File: src/rtl/rsa_pkg.sv
// Shared types and defaults for the modular-exponentiation engine.
// Holds the FSM state encoding and the fixed-latency formula for constant-time mode.
package rsa_pkg;

    typedef enum logic [2:0] {
        IDLE  = 3'd0,
        CHECK = 3'd1,
        LOAD  = 3'd2,
        SQR   = 3'd3,
        MUL   = 3'd4,
        DONE  = 3'd5,
        ERR   = 3'd6
    } state_e;

    localparam int DEF_WIDTH     = 16;
    localparam int DEF_EXP_WIDTH = 16;

    // Cycles from the accept edge to the done pulse when every multiply is executed.
    function automatic int modexp_latency(input int width, input int exp_width);
        return 2 + 2 * exp_width * (width + 1);
    endfunction

endpackage

File: src/rtl/rsa_modmul.sv
// Bit-serial interleaved modular multiplier: p = a*b mod n, scanning a MSB first.
// One launch cycle loads the operands, then WIDTH iteration cycles; done marks the last one.
module rsa_modmul
    import rsa_pkg::*;
#(
    parameter int WIDTH = DEF_WIDTH
) (
    input  logic             clk,
    input  logic             rst,
    input  logic             start,
    input  logic [WIDTH-1:0] a,
    input  logic [WIDTH-1:0] b,
    input  logic [WIDTH-1:0] n,
    output logic             busy,
    output logic             done,
    output logic [WIDTH-1:0] p
);
    localparam int CW = $clog2(WIDTH + 1);

    logic [WIDTH-1:0] a_q, b_q, n_q, p_q;
    logic [WIDTH-1:0] p_d, dbl_r, add_r;
    logic [CW-1:0]    cnt_q;
    logic             busy_q;

    // Inputs are below 2n, so the true remainder always fits in WIDTH bits.
    function automatic logic [WIDTH-1:0] mod_reduce(input logic [WIDTH+1:0] x,
                                                    input logic [WIDTH-1:0] m);
        return (x >= {2'b00, m}) ? (x[WIDTH-1:0] - m) : x[WIDTH-1:0];
    endfunction

    always_comb begin
        dbl_r = mod_reduce({1'b0, p_q, 1'b0}, n_q);
        add_r = mod_reduce({2'b00, dbl_r} + {2'b00, b_q}, n_q);
        p_d   = a_q[WIDTH-1] ? add_r : dbl_r;
    end

    always_ff @(posedge clk) begin
        if (rst) begin
            a_q    <= '0;
            b_q    <= '0;
            n_q    <= '0;
            p_q    <= '0;
            cnt_q  <= '0;
            busy_q <= 1'b0;
        end else if (start && !busy_q) begin
            a_q    <= a;
            b_q    <= b;
            n_q    <= n;
            p_q    <= '0;
            cnt_q  <= CW'(WIDTH);
            busy_q <= 1'b1;
        end else if (busy_q) begin
            p_q   <= p_d;
            a_q   <= {a_q[WIDTH-2:0], 1'b0};
            cnt_q <= cnt_q - CW'(1);
            if (cnt_q == CW'(1)) busy_q <= 1'b0;
        end
    end

    assign busy = busy_q;
    assign done = busy_q && (cnt_q == CW'(1));
    // The final product is presented combinationally in the done cycle.
    assign p    = p_d;

endmodule

File: src/rtl/rsa_modexp_core.sv
// Left-to-right square-and-multiply modular exponentiation around rsa_modmul.
// start is a one-cycle request honoured only in IDLE; done is a one-cycle pulse with result/err valid.
module rsa_modexp_core
    import rsa_pkg::*;
#(
    parameter int WIDTH      = DEF_WIDTH,
    parameter int EXP_WIDTH  = DEF_EXP_WIDTH,
    parameter int CONST_TIME = 1
) (
    input  logic                 clk,
    input  logic                 rst,
    input  logic                 start,
    input  logic [WIDTH-1:0]     base,
    input  logic [EXP_WIDTH-1:0] exponent,
    input  logic [WIDTH-1:0]     modulus,
    output logic                 busy,
    output logic                 done,
    output logic [WIDTH-1:0]     result,
    output logic                 err,
    output logic [2:0]           dbg_state
);
    localparam int IW = (EXP_WIDTH > 1) ? $clog2(EXP_WIDTH) : 1;

    state_e               state_q, state_d;
    logic [WIDTH-1:0]     base_q, mod_q, acc_q, acc_d, result_q, result_d;
    logic [EXP_WIDTH-1:0] expo_q;
    logic [IW-1:0]        idx_q, idx_d;
    logic                 err_q, err_d, done_q, done_d;
    logic                 mm_start, mm_busy, mm_done;
    logic [WIDTH-1:0]     mm_b, mm_p;

    rsa_modmul #(.WIDTH(WIDTH)) u_modmul (
        .clk   (clk),
        .rst   (rst),
        .start (mm_start),
        .a     (acc_q),
        .b     (mm_b),
        .n     (mod_q),
        .busy  (mm_busy),
        .done  (mm_done),
        .p     (mm_p)
    );

    always_comb begin
        state_d  = state_q;
        acc_d    = acc_q;
        idx_d    = idx_q;
        result_d = result_q;
        err_d    = err_q;
        mm_start = 1'b0;
        mm_b     = acc_q;
        case (state_q)
            IDLE: if (start) begin
                state_d  = CHECK;
                result_d = '0;
                err_d    = 1'b0;
            end
            CHECK: state_d = (mod_q < WIDTH'(2) || base_q >= mod_q) ? ERR : LOAD;
            LOAD: begin
                acc_d   = WIDTH'(1);
                idx_d   = IW'(EXP_WIDTH - 1);
                state_d = SQR;
            end
            SQR: begin
                mm_start = !mm_busy;
                if (mm_done) begin
                    acc_d = mm_p;
                    if (CONST_TIME != 0 || expo_q[idx_q]) state_d = MUL;
                    else if (idx_q == '0)                 state_d = DONE;
                    else                                  idx_d   = idx_q - IW'(1);
                end
            end
            MUL: begin
                mm_b     = base_q;
                mm_start = !mm_busy;
                // In constant-time mode the product is computed anyway and dropped for a 0 bit.
                if (mm_done) begin
                    if (expo_q[idx_q]) acc_d = mm_p;
                    if (idx_q == '0) state_d = DONE;
                    else begin
                        idx_d   = idx_q - IW'(1);
                        state_d = SQR;
                    end
                end
            end
            DONE: state_d = IDLE;
            ERR: begin
                state_d  = IDLE;
                err_d    = 1'b1;
                result_d = '0;
            end
            default: state_d = IDLE;
        endcase
        if (state_d == DONE && state_q != DONE) result_d = acc_d;
        done_d = (state_d == DONE && state_q != DONE) || (state_q == ERR);
    end

    always_ff @(posedge clk) begin
        if (rst) begin
            state_q  <= IDLE;
            base_q   <= '0;
            mod_q    <= '0;
            expo_q   <= '0;
            acc_q    <= '0;
            idx_q    <= '0;
            result_q <= '0;
            err_q    <= 1'b0;
            done_q   <= 1'b0;
        end else begin
            state_q  <= state_d;
            acc_q    <= acc_d;
            idx_q    <= idx_d;
            result_q <= result_d;
            err_q    <= err_d;
            done_q   <= done_d;
            if (state_q == IDLE && start) begin
                base_q <= base;
                mod_q  <= modulus;
                expo_q <= exponent;
            end
        end
    end

    assign busy      = (state_q != IDLE) && (state_q != DONE);
    assign done      = done_q;
    assign result    = result_q;
    assign err       = err_q;
    assign dbg_state = state_q;

endmodule

File: config.mk
export PLATFORM = sky130hd
export DESIGN_NAME = rsa_modexp_core
export DESIGN_NICKNAME = d
export VERILOG_FILES = /design/src/rtl/rsa_pkg.sv /design/src/rtl/rsa_modmul.sv /design/src/rtl/rsa_modexp_core.sv
export SDC_FILE = /design/constraint.sdc
export NUM_CORES = 1
export LEC_CHECK = 0
export BUFFER_PORTS_ARGS = -buffer_cell sky130_fd_sc_hd__buf_2
export CAP_MARGIN = 20
export CORE_UTILIZATION = 50
export DETAILED_ROUTE_END_ITERATION = 10
export PLACE_DENSITY = 0.68
export SYNTH_ARGS = -nofsm -noshare
export SYNTH_HDL_FRONTEND = slang
export SYNTH_SLANG_ARGS = --single-unit
File: constraint.sdc
create_clock -name clk -period 9 [get_ports clk]
set_clock_uncertainty 0.15 [all_clocks]
set_input_delay 1.8 -clock clk [delete_from_list [all_inputs] [get_ports clk]]
set_output_delay 1.8 -clock clk [all_outputs]
set_load 0.005 [all_outputs]
== Yosys cells after proc, flatten, opt, wreduce, memory -nomap -nowiden ==
Index checks and enable logic that the tools add are counted.

* Word-level logic and storage cells: 90
* Output and inout bits: 22
* Input port bits: 51
* Register bits after elaboration: 159

* Equality and inequality tests: 12
* Mux-type cells: 32
* Reduce and logical (&&, ||, !) cells: 20
* Magnitude comparators: 5
* Add/subtract/negate cells: 5

{| class="wikitable"
|+ Operator list
! kind !! number
|-
| $mux 16 || 11
|-
| $pmux 16 s3 || 1
|-
| $pmux 16 s2 || 1
|-
| $sub 16x16->16 || 2
|-
| $ge 18x16->1 || 1
|-
| $add 16x16->17 || 1
|-
| $ge 17x16->1 || 1
|-
| $ge 16x16->1 || 1
|-
| $lt 16x2->1 const B || 1
|-
| $mux 3 || 5
|-
| $pmux 3 s5 || 1
|-
| $mux 5 || 2
|-
| $eq 3x3->1 const B || 3
|-
| $mux 4 || 2
|-
| $pmux 4 s2 || 1
|-
| $eq 3x2->1 const B || 2
|-
| $mux 1 || 6
|-
| $ne 2x2->1 const B || 3
|-
| $ne 3x3->1 const B || 2
|-
| $reduce_bool 2->1 || 3
|-
| $reduce_bool 3->1 || 2
|-
| $eq 5x1->1 const B || 1
|-
| $logic_and 1x1->1 || 5
|-
| $lt 4x5->1 const B || 1
|-
| 12 further kinds || 15
|}

== Longest topological paths before layout ==
* Depth after elaboration: 10
* Gate-level depth with buffers: 32
* Depth with buffers taken out: 28

== Hierarchy ==
A second synthesis with hierarchy kept.

* Cell total of the unflattened synthesis: 1,217
* Area, all modules: 9,745.6 sq um

{| class="wikitable"
|+ By module, submodules not included
! module !! area each (sq um) !! seq. area each (sq um) !! cells an instance !! times used
|-
| rsa_modmul || 5,651.7 || 1,401.3 || 739 || 1
|-
| rsa_modexp_core || 4,093.9 || 1,781.7 || 478 || 1
|}

== Worst setup path after synthesis ==
Ideal clock, no wire load.

* Path type: register -> register
* Start: register u_modmul.n_q[1]
* End: register result_q[7], in the netlist result[7]
* Slack: 2,841 ps
* Period minus slack after synthesis: 6,159 ps
* Arrival: 5,886 ps
* Library setup time: 123 ps
* Cell stages (with the launch flop): 31
* Required time: 8,727 ps
* Path buffers: 3
* Cells stage by stage: dfxtp_1 > inv_1 > ha_1 > ha_1 > nand4_2 > nor4_4 > nor2_2 > a2111oi_4 > nor2_4 > buf_6 > nor2_1 > ha_1 > inv_1 > fa_1 > nand2b_1 > a21o_1 > a211o_1 > nand3b_1 > xor2_1 > ha_1 > clkbuf_2 > nand4_1 > nor4_1 > a211oi_2 > o21ai_1 > a311oi_1 > buf_4 > mux2_2 > mux2_4 > a222oi_1 > inv_1

* Longest elaborated chain between the ends: 10
* Elaborated cells between the ends (all ways): 13
* Those cells by class: 3 x add/sub; 2 x order compare; 8 x mux

{| class="wikitable"
|+ Ends and longest elaborated chain
! element !! line !! RTL
|-
| from (decl) || rsa_modmul.sv:20 || <nowiki>logic [WIDTH-1:0] a_q, b_q, n_q, p_q;</nowiki>
|-
| from (signal assigned) || rsa_modmul.sv:48 || <nowiki>n_q <= n;</nowiki>
|-
| $sub 16x16->16 / $ge 17x16->1 (equally long branches) || rsa_modmul.sv:28 || <nowiki>return (x >= {2'b00, m}) ? (x[WIDTH-1:0] - m) : x[WIDTH-1:0];</nowiki>
|-
| $mux 16 || rsa_modmul.sv:28 ||
|-
| $add 16x16->17 || rsa_modmul.sv:33 || <nowiki>add_r = mod_reduce({2'b00, dbl_r} + {2'b00, b_q}, n_q);</nowiki>
|-
| $sub 16x16->16 / $ge 18x16->1 (equally long branches) || rsa_modmul.sv:28 ||
|-
| $mux 16 || rsa_modmul.sv:28 ||
|-
| $mux 16 * || rsa_modmul.sv:34 || <nowiki>p_d = a_q[WIDTH-1] ? add_r : dbl_r;</nowiki>
|-
| $mux 16 || rsa_modexp_core.sv:78 || <nowiki>if (expo_q[idx_q]) acc_d = mm_p;</nowiki>
|-
| $mux 16 || rsa_modexp_core.sv:77 || <nowiki>if (mm_done) begin</nowiki>
|-
| $pmux 16 s3 * || rsa_modexp_core.sv:52 || <nowiki>case (state_q)</nowiki>
|-
| $mux 16 * || rsa_modexp_core.sv:94 || <nowiki>if (state_d == DONE && state_q != DONE) result_d = acc_d;</nowiki>
|-
| to (signal assigned) || rsa_modexp_core.sv:113 || <nowiki>result_q <= result_d;</nowiki>
|-
| to (decl) || rsa_modexp_core.sv:25 || <nowiki>logic [WIDTH-1:0] base_q, mod_q, acc_q, acc_d, result_q, result_d;</nowiki>
|}

Every way passes the cells marked *; elsewhere a longest branch is shown, timed or not.
A chain may end at the register's enable or synchronous reset.

== Worst setup path after layout ==
Ends and elaborated chain as after synthesis.

==> impl_metrics.csv <==
group,metric,value,unit
power_and_ir_drop,p_int,2.394,mW
detailed_routing,vias,9414,
min_path,min_delay_path_depth,2,
worst_setup_path,start_kind,"flip-flop",
detailed_routing,drc,0,
outcome,outcome,"finished clean",
sta,finalSetupViolCount,0,
min_path,min-delay-start,"expo_q[14]$_SDFFE_PP0P_",
detailed_routing,wire_per_inst,17.77,um
global_route,grt_max_degree,84,
floorplanning,dieArea,20790,um2
power_and_ir_drop,switching_share,45.90,%
clock_network,cts_buffer_depth,2,
worst_setup_path,arrival,7.83,ns
detailed_routing,postRouteAntennaNets,0,
yosys,ys_ff_latch,159,
floorplanning,coreArea,19650,um2
yosys,synthArstFlopShare,0,%
global_route,grt_pass1_vias,8512,
floorplanning,start_util,51.43,%
sta,tightest_slew,1.068,ns
power_and_ir_drop,p_clk_share,18.1,%
worst_setup_path,ff2ff_path_depth,26,
worst_setup_path,reg2reg_to,"result[7]$_SDFFE_PP0P_",
worst_setup_path,worst-path-max-fanout,17,
sta,max_freq,130.5,MHz
clock_network,insertion_delay,0.44,ns
clock_network,postCtsSetupBuffers,0,
yosys,yosysTopAreaCell,"dfxtp_1",
global_route,grt_overflow,0,
global_route,grt_first_pass_wirelength,45.30,mm
min_path,hold_path.class,"reg2reg",
clock_network,cts_hold_buffers,0,
worst_setup_path,rrSetupSlack,1.34,ns
yosys,synthAdderAreaFrac,8.887,%
worst_setup_path,crit_path_end_kind,"flip-flop",
final_layout,nNetsFinal,1457,
yosys,synth_warnings,0,
detailed_routing,wl,28.68,mm
yosys,avgSynthCellArea,7.746,um2
power_and_ir_drop,vdd_ir_drop_max,254.2,uV
yosys,synth_ff_type,"dfxtp_1",
floorplanning,die_w,144.2,um
sta,drv_slew,0,
power_and_ir_drop,pwr-share-seq,18.9,%
floorplanning,die_y,144.2,um
yosys,synth_fp_nets,1426,
yosys,syn_inst,1305,
final_layout,area_growth,11.40,%
power_and_ir_drop,power.density,393.0,nW/um2
yosys,yosys.area_share.simple,20.78,%
sta,relSlewSlack,28.62,%
sta,rsz0062_at_grt,"false",
yosys,synth_area_leaders,"dfxtp_1 (31%), nand2_1 (9.4%), ha_1 (8.3%)",
worst_setup_path,r2r_start,"u_modmul.n_q[1]$_SDFFE_PP0P_",
yosys,ys_types,83,
global_route,antenna_found_initial,0,
sta,fin_crit,7.661,ns
worst_setup_path,worstSetupPathType,"reg2reg",
clock_network,cts_resized,0,
detailed_routing,dr.pass1.iters,5,
flow_run,cap_violations,0,
final_layout,drive_above_1_share,12.60,%
final_layout,diodes,0,
worst_setup_path,cp.required,9.17,ns
yosys,yosysSeqAreaShare,31.49,%
min_path,hold-path-endpoint,"expo_q[14]$_SDFFE_PP0P_",
power_and_ir_drop,power.net_switching,2.031,mW
place,post-place-ws,1.515,ns
sta,finalCritPeriodShare,85.12,%
clock_network,clk_transition_reported_paths,0.07,ns
sta,setup_ws,1.339,ns
yosys,syn_area,10110,um2
power_and_ir_drop,p_leak,4.494,nW
floorplanning,row_count,51,
place,port_buffers,72,
clock_network,clkSinkCount,159,
yosys,synth_edf_count,0,
place,place_hpwl,21.52,mm
yosys,synth_top_family_by_area,"compound AO/OA/AOI/OAI gates",
detailed_routing,vias_per_cell,5.833,
clock_network,cts_buffers,17,
global_route,grtUsageTotal,28.54,%
detailed_routing,drt_iter0_markers,802,
clock_network,cts_tree,"yes",
sta,setup_tns,0,ns
yosys,yosys.area_share.xor_xnor,3.379,%
yosys,synth_compound_area_share,23.37,%
sta,hold_viol,0,
floorplanning,pin_count,73,
clock_network,cts-htree-levels,4,
place,gp_congestion,0.9526,
power_and_ir_drop,totalPowerFinal,4.426,mW
sta,whs,0.3033,ns
power_and_ir_drop,p_comb_share,63.0,%
yosys,synth.top_cell.area_share,31.49,%
yosys,synthMuxAreaShare,6.300,%
clock_network,root_buffer,"clkbuf_16",
stage by stage:
stage	util [%]	area, um2	std cells
after floorplan	-	10110	1305
after global placement	53.92	10600	1581
after detailed placement	53.98	10610	1582
after CTS	57.30	11260	1614
after global routing	57.30	11260	1614
final	57.30	11260	1614
layer usage:
metal | global-route usage, % | wire (um) | vias up
met2 | 45.28 | 12940 | 292
met4 | 11.86 | 1000 | 0
met5 | 0 | 0 | -
met3 | 4.305 | 1657 | 57
met1 | 38.58 | 13080 | 4412
li1 | - | - | 4653
cells by family (layout without fill, tap and decap cells):
kind of cell             Yosys count  after routing
AO/OA/AOI/OAI                    362            362
XOR/XNOR                          39             39
adder cells (fa/ha/maj)           70             70
buffers and inverters            143            187
flip-flops                       159            159
multiplexers                      55             55
AND/OR/NAND/NOR                  477            477
cells in the mapped netlist (6+ instances only):
cell / number
a22o_1: 6
nand2_1: 254
or2_2: 8
clkbuf_1: 52
mux2i_1: 35
o21ai_0: 33
a21o_1: 27
xor2_1: 14
xnor2_1: 25
nor2_1: 100
nor2b_1: 10
a31oi_1: 7
buf_1: 8
o21a_1: 11
a21oi_1: 163
inv_1: 71
o211ai_1: 11
dfxtp_1: 159
o31ai_1: 6
and2_1: 6
ha_1: 67
nor3_1: 23
a311oi_1: 20
nand4_1: 7
nand3_1: 17
or3_1: 6
mux2_2: 11
nor4_1: 7
a211oi_1: 18
nand2b_1: 16
critical path, cell delays in order (launching register included):
cell,delay [ns]
dfxtp_1,0.39
inv_1,0.11
ha_1,0.30
nor2b_1,0.15
o31a_1,0.29
o21ai_1,0.49
a2111oi_4,0.18
nor2_4,0.56
mux2_2,0.42
ha_1,0.37
nor2_1,0.09
nor4_1,0.39
nand2_1,0.13
a21oi_1,0.38
mux2i_1,0.32
nand2_1,0.10
ha_1,0.35
nand4_1,0.16
nor4_1,0.08
a211oi_2,0.19
o21ai_1,0.12
a311oi_2,0.52
buf_4,0.34
mux2_2,0.36
mux2_4,0.28
a222oi_1,0.27
inv_1,0.06
layout by cell type (no fill, tap or decap), types with 27 or more instances in the layout:
cell / synthesis / routed
a21oi_1: 163 / 163
o21ai_0: 33 / 33
a21o_1: 27 / 27
mux2i_1: 35 / 35
dfxtp_1: 159 / 158
nor2_1: 100 / 99
inv_1: 71 / 71
buf_2: 4 / 71
ha_1: 67 / 67
nand2_1: 254 / 254
power by group through the flow:
stage | Combinational (mW) | Clock, mW | Sequential, mW
after global placement | 2.70 | 0 | 0.851
after floorplan | 2.23 | 0 | 0.821
after detailed placement | 2.72 | 0 | 0.852
final | 2.79 | 0.803 | 0.837
after CTS | 2.74 | 0.810 | 0.837
after global routing | 3.01 | 0.841 | 0.846
final cells by class:
type	count	area [um2]
clock inverters	15	226.5
well taps	265	331.6
multi-input cells	1003	6370
clock buffers	17	425.4
flip-flops and latches	159	3184
repair buffers	84	456.7
fillers	1911	8393
inverters	71	266.5
worst max-delay path by stage:
stage / cells after the start / end / slack (ns) / startpoint
2_1_floorplan: 30 / result[7]$_SDFFE_PP0P_ / 2.84 / u_modmul.n_q[1]$_SDFFE_PP0P_
3_3_place_gp: 24 / result[7]$_SDFFE_PP0P_ / 1.63 / u_modmul.n_q[1]$_SDFFE_PP0P_
3_5_place_dp: 26 / result[7]$_SDFFE_PP0P_ / 1.52 / u_modmul.n_q[1]$_SDFFE_PP0P_
4_1_cts: 26 / result[7]$_SDFFE_PP0P_ / 1.46 / u_modmul.n_q[1]$_SDFFE_PP0P_
5_1_grt: 26 / result[7]$_SDFFE_PP0P_ / 0.94 / u_modmul.n_q[1]$_SDFFE_PP0P_
6_report: 26 / result[7]$_SDFFE_PP0P_ / 1.34 / u_modmul.n_q[1]$_SDFFE_PP0P_
Note: power is estimated with default switching activity, not from simulation.
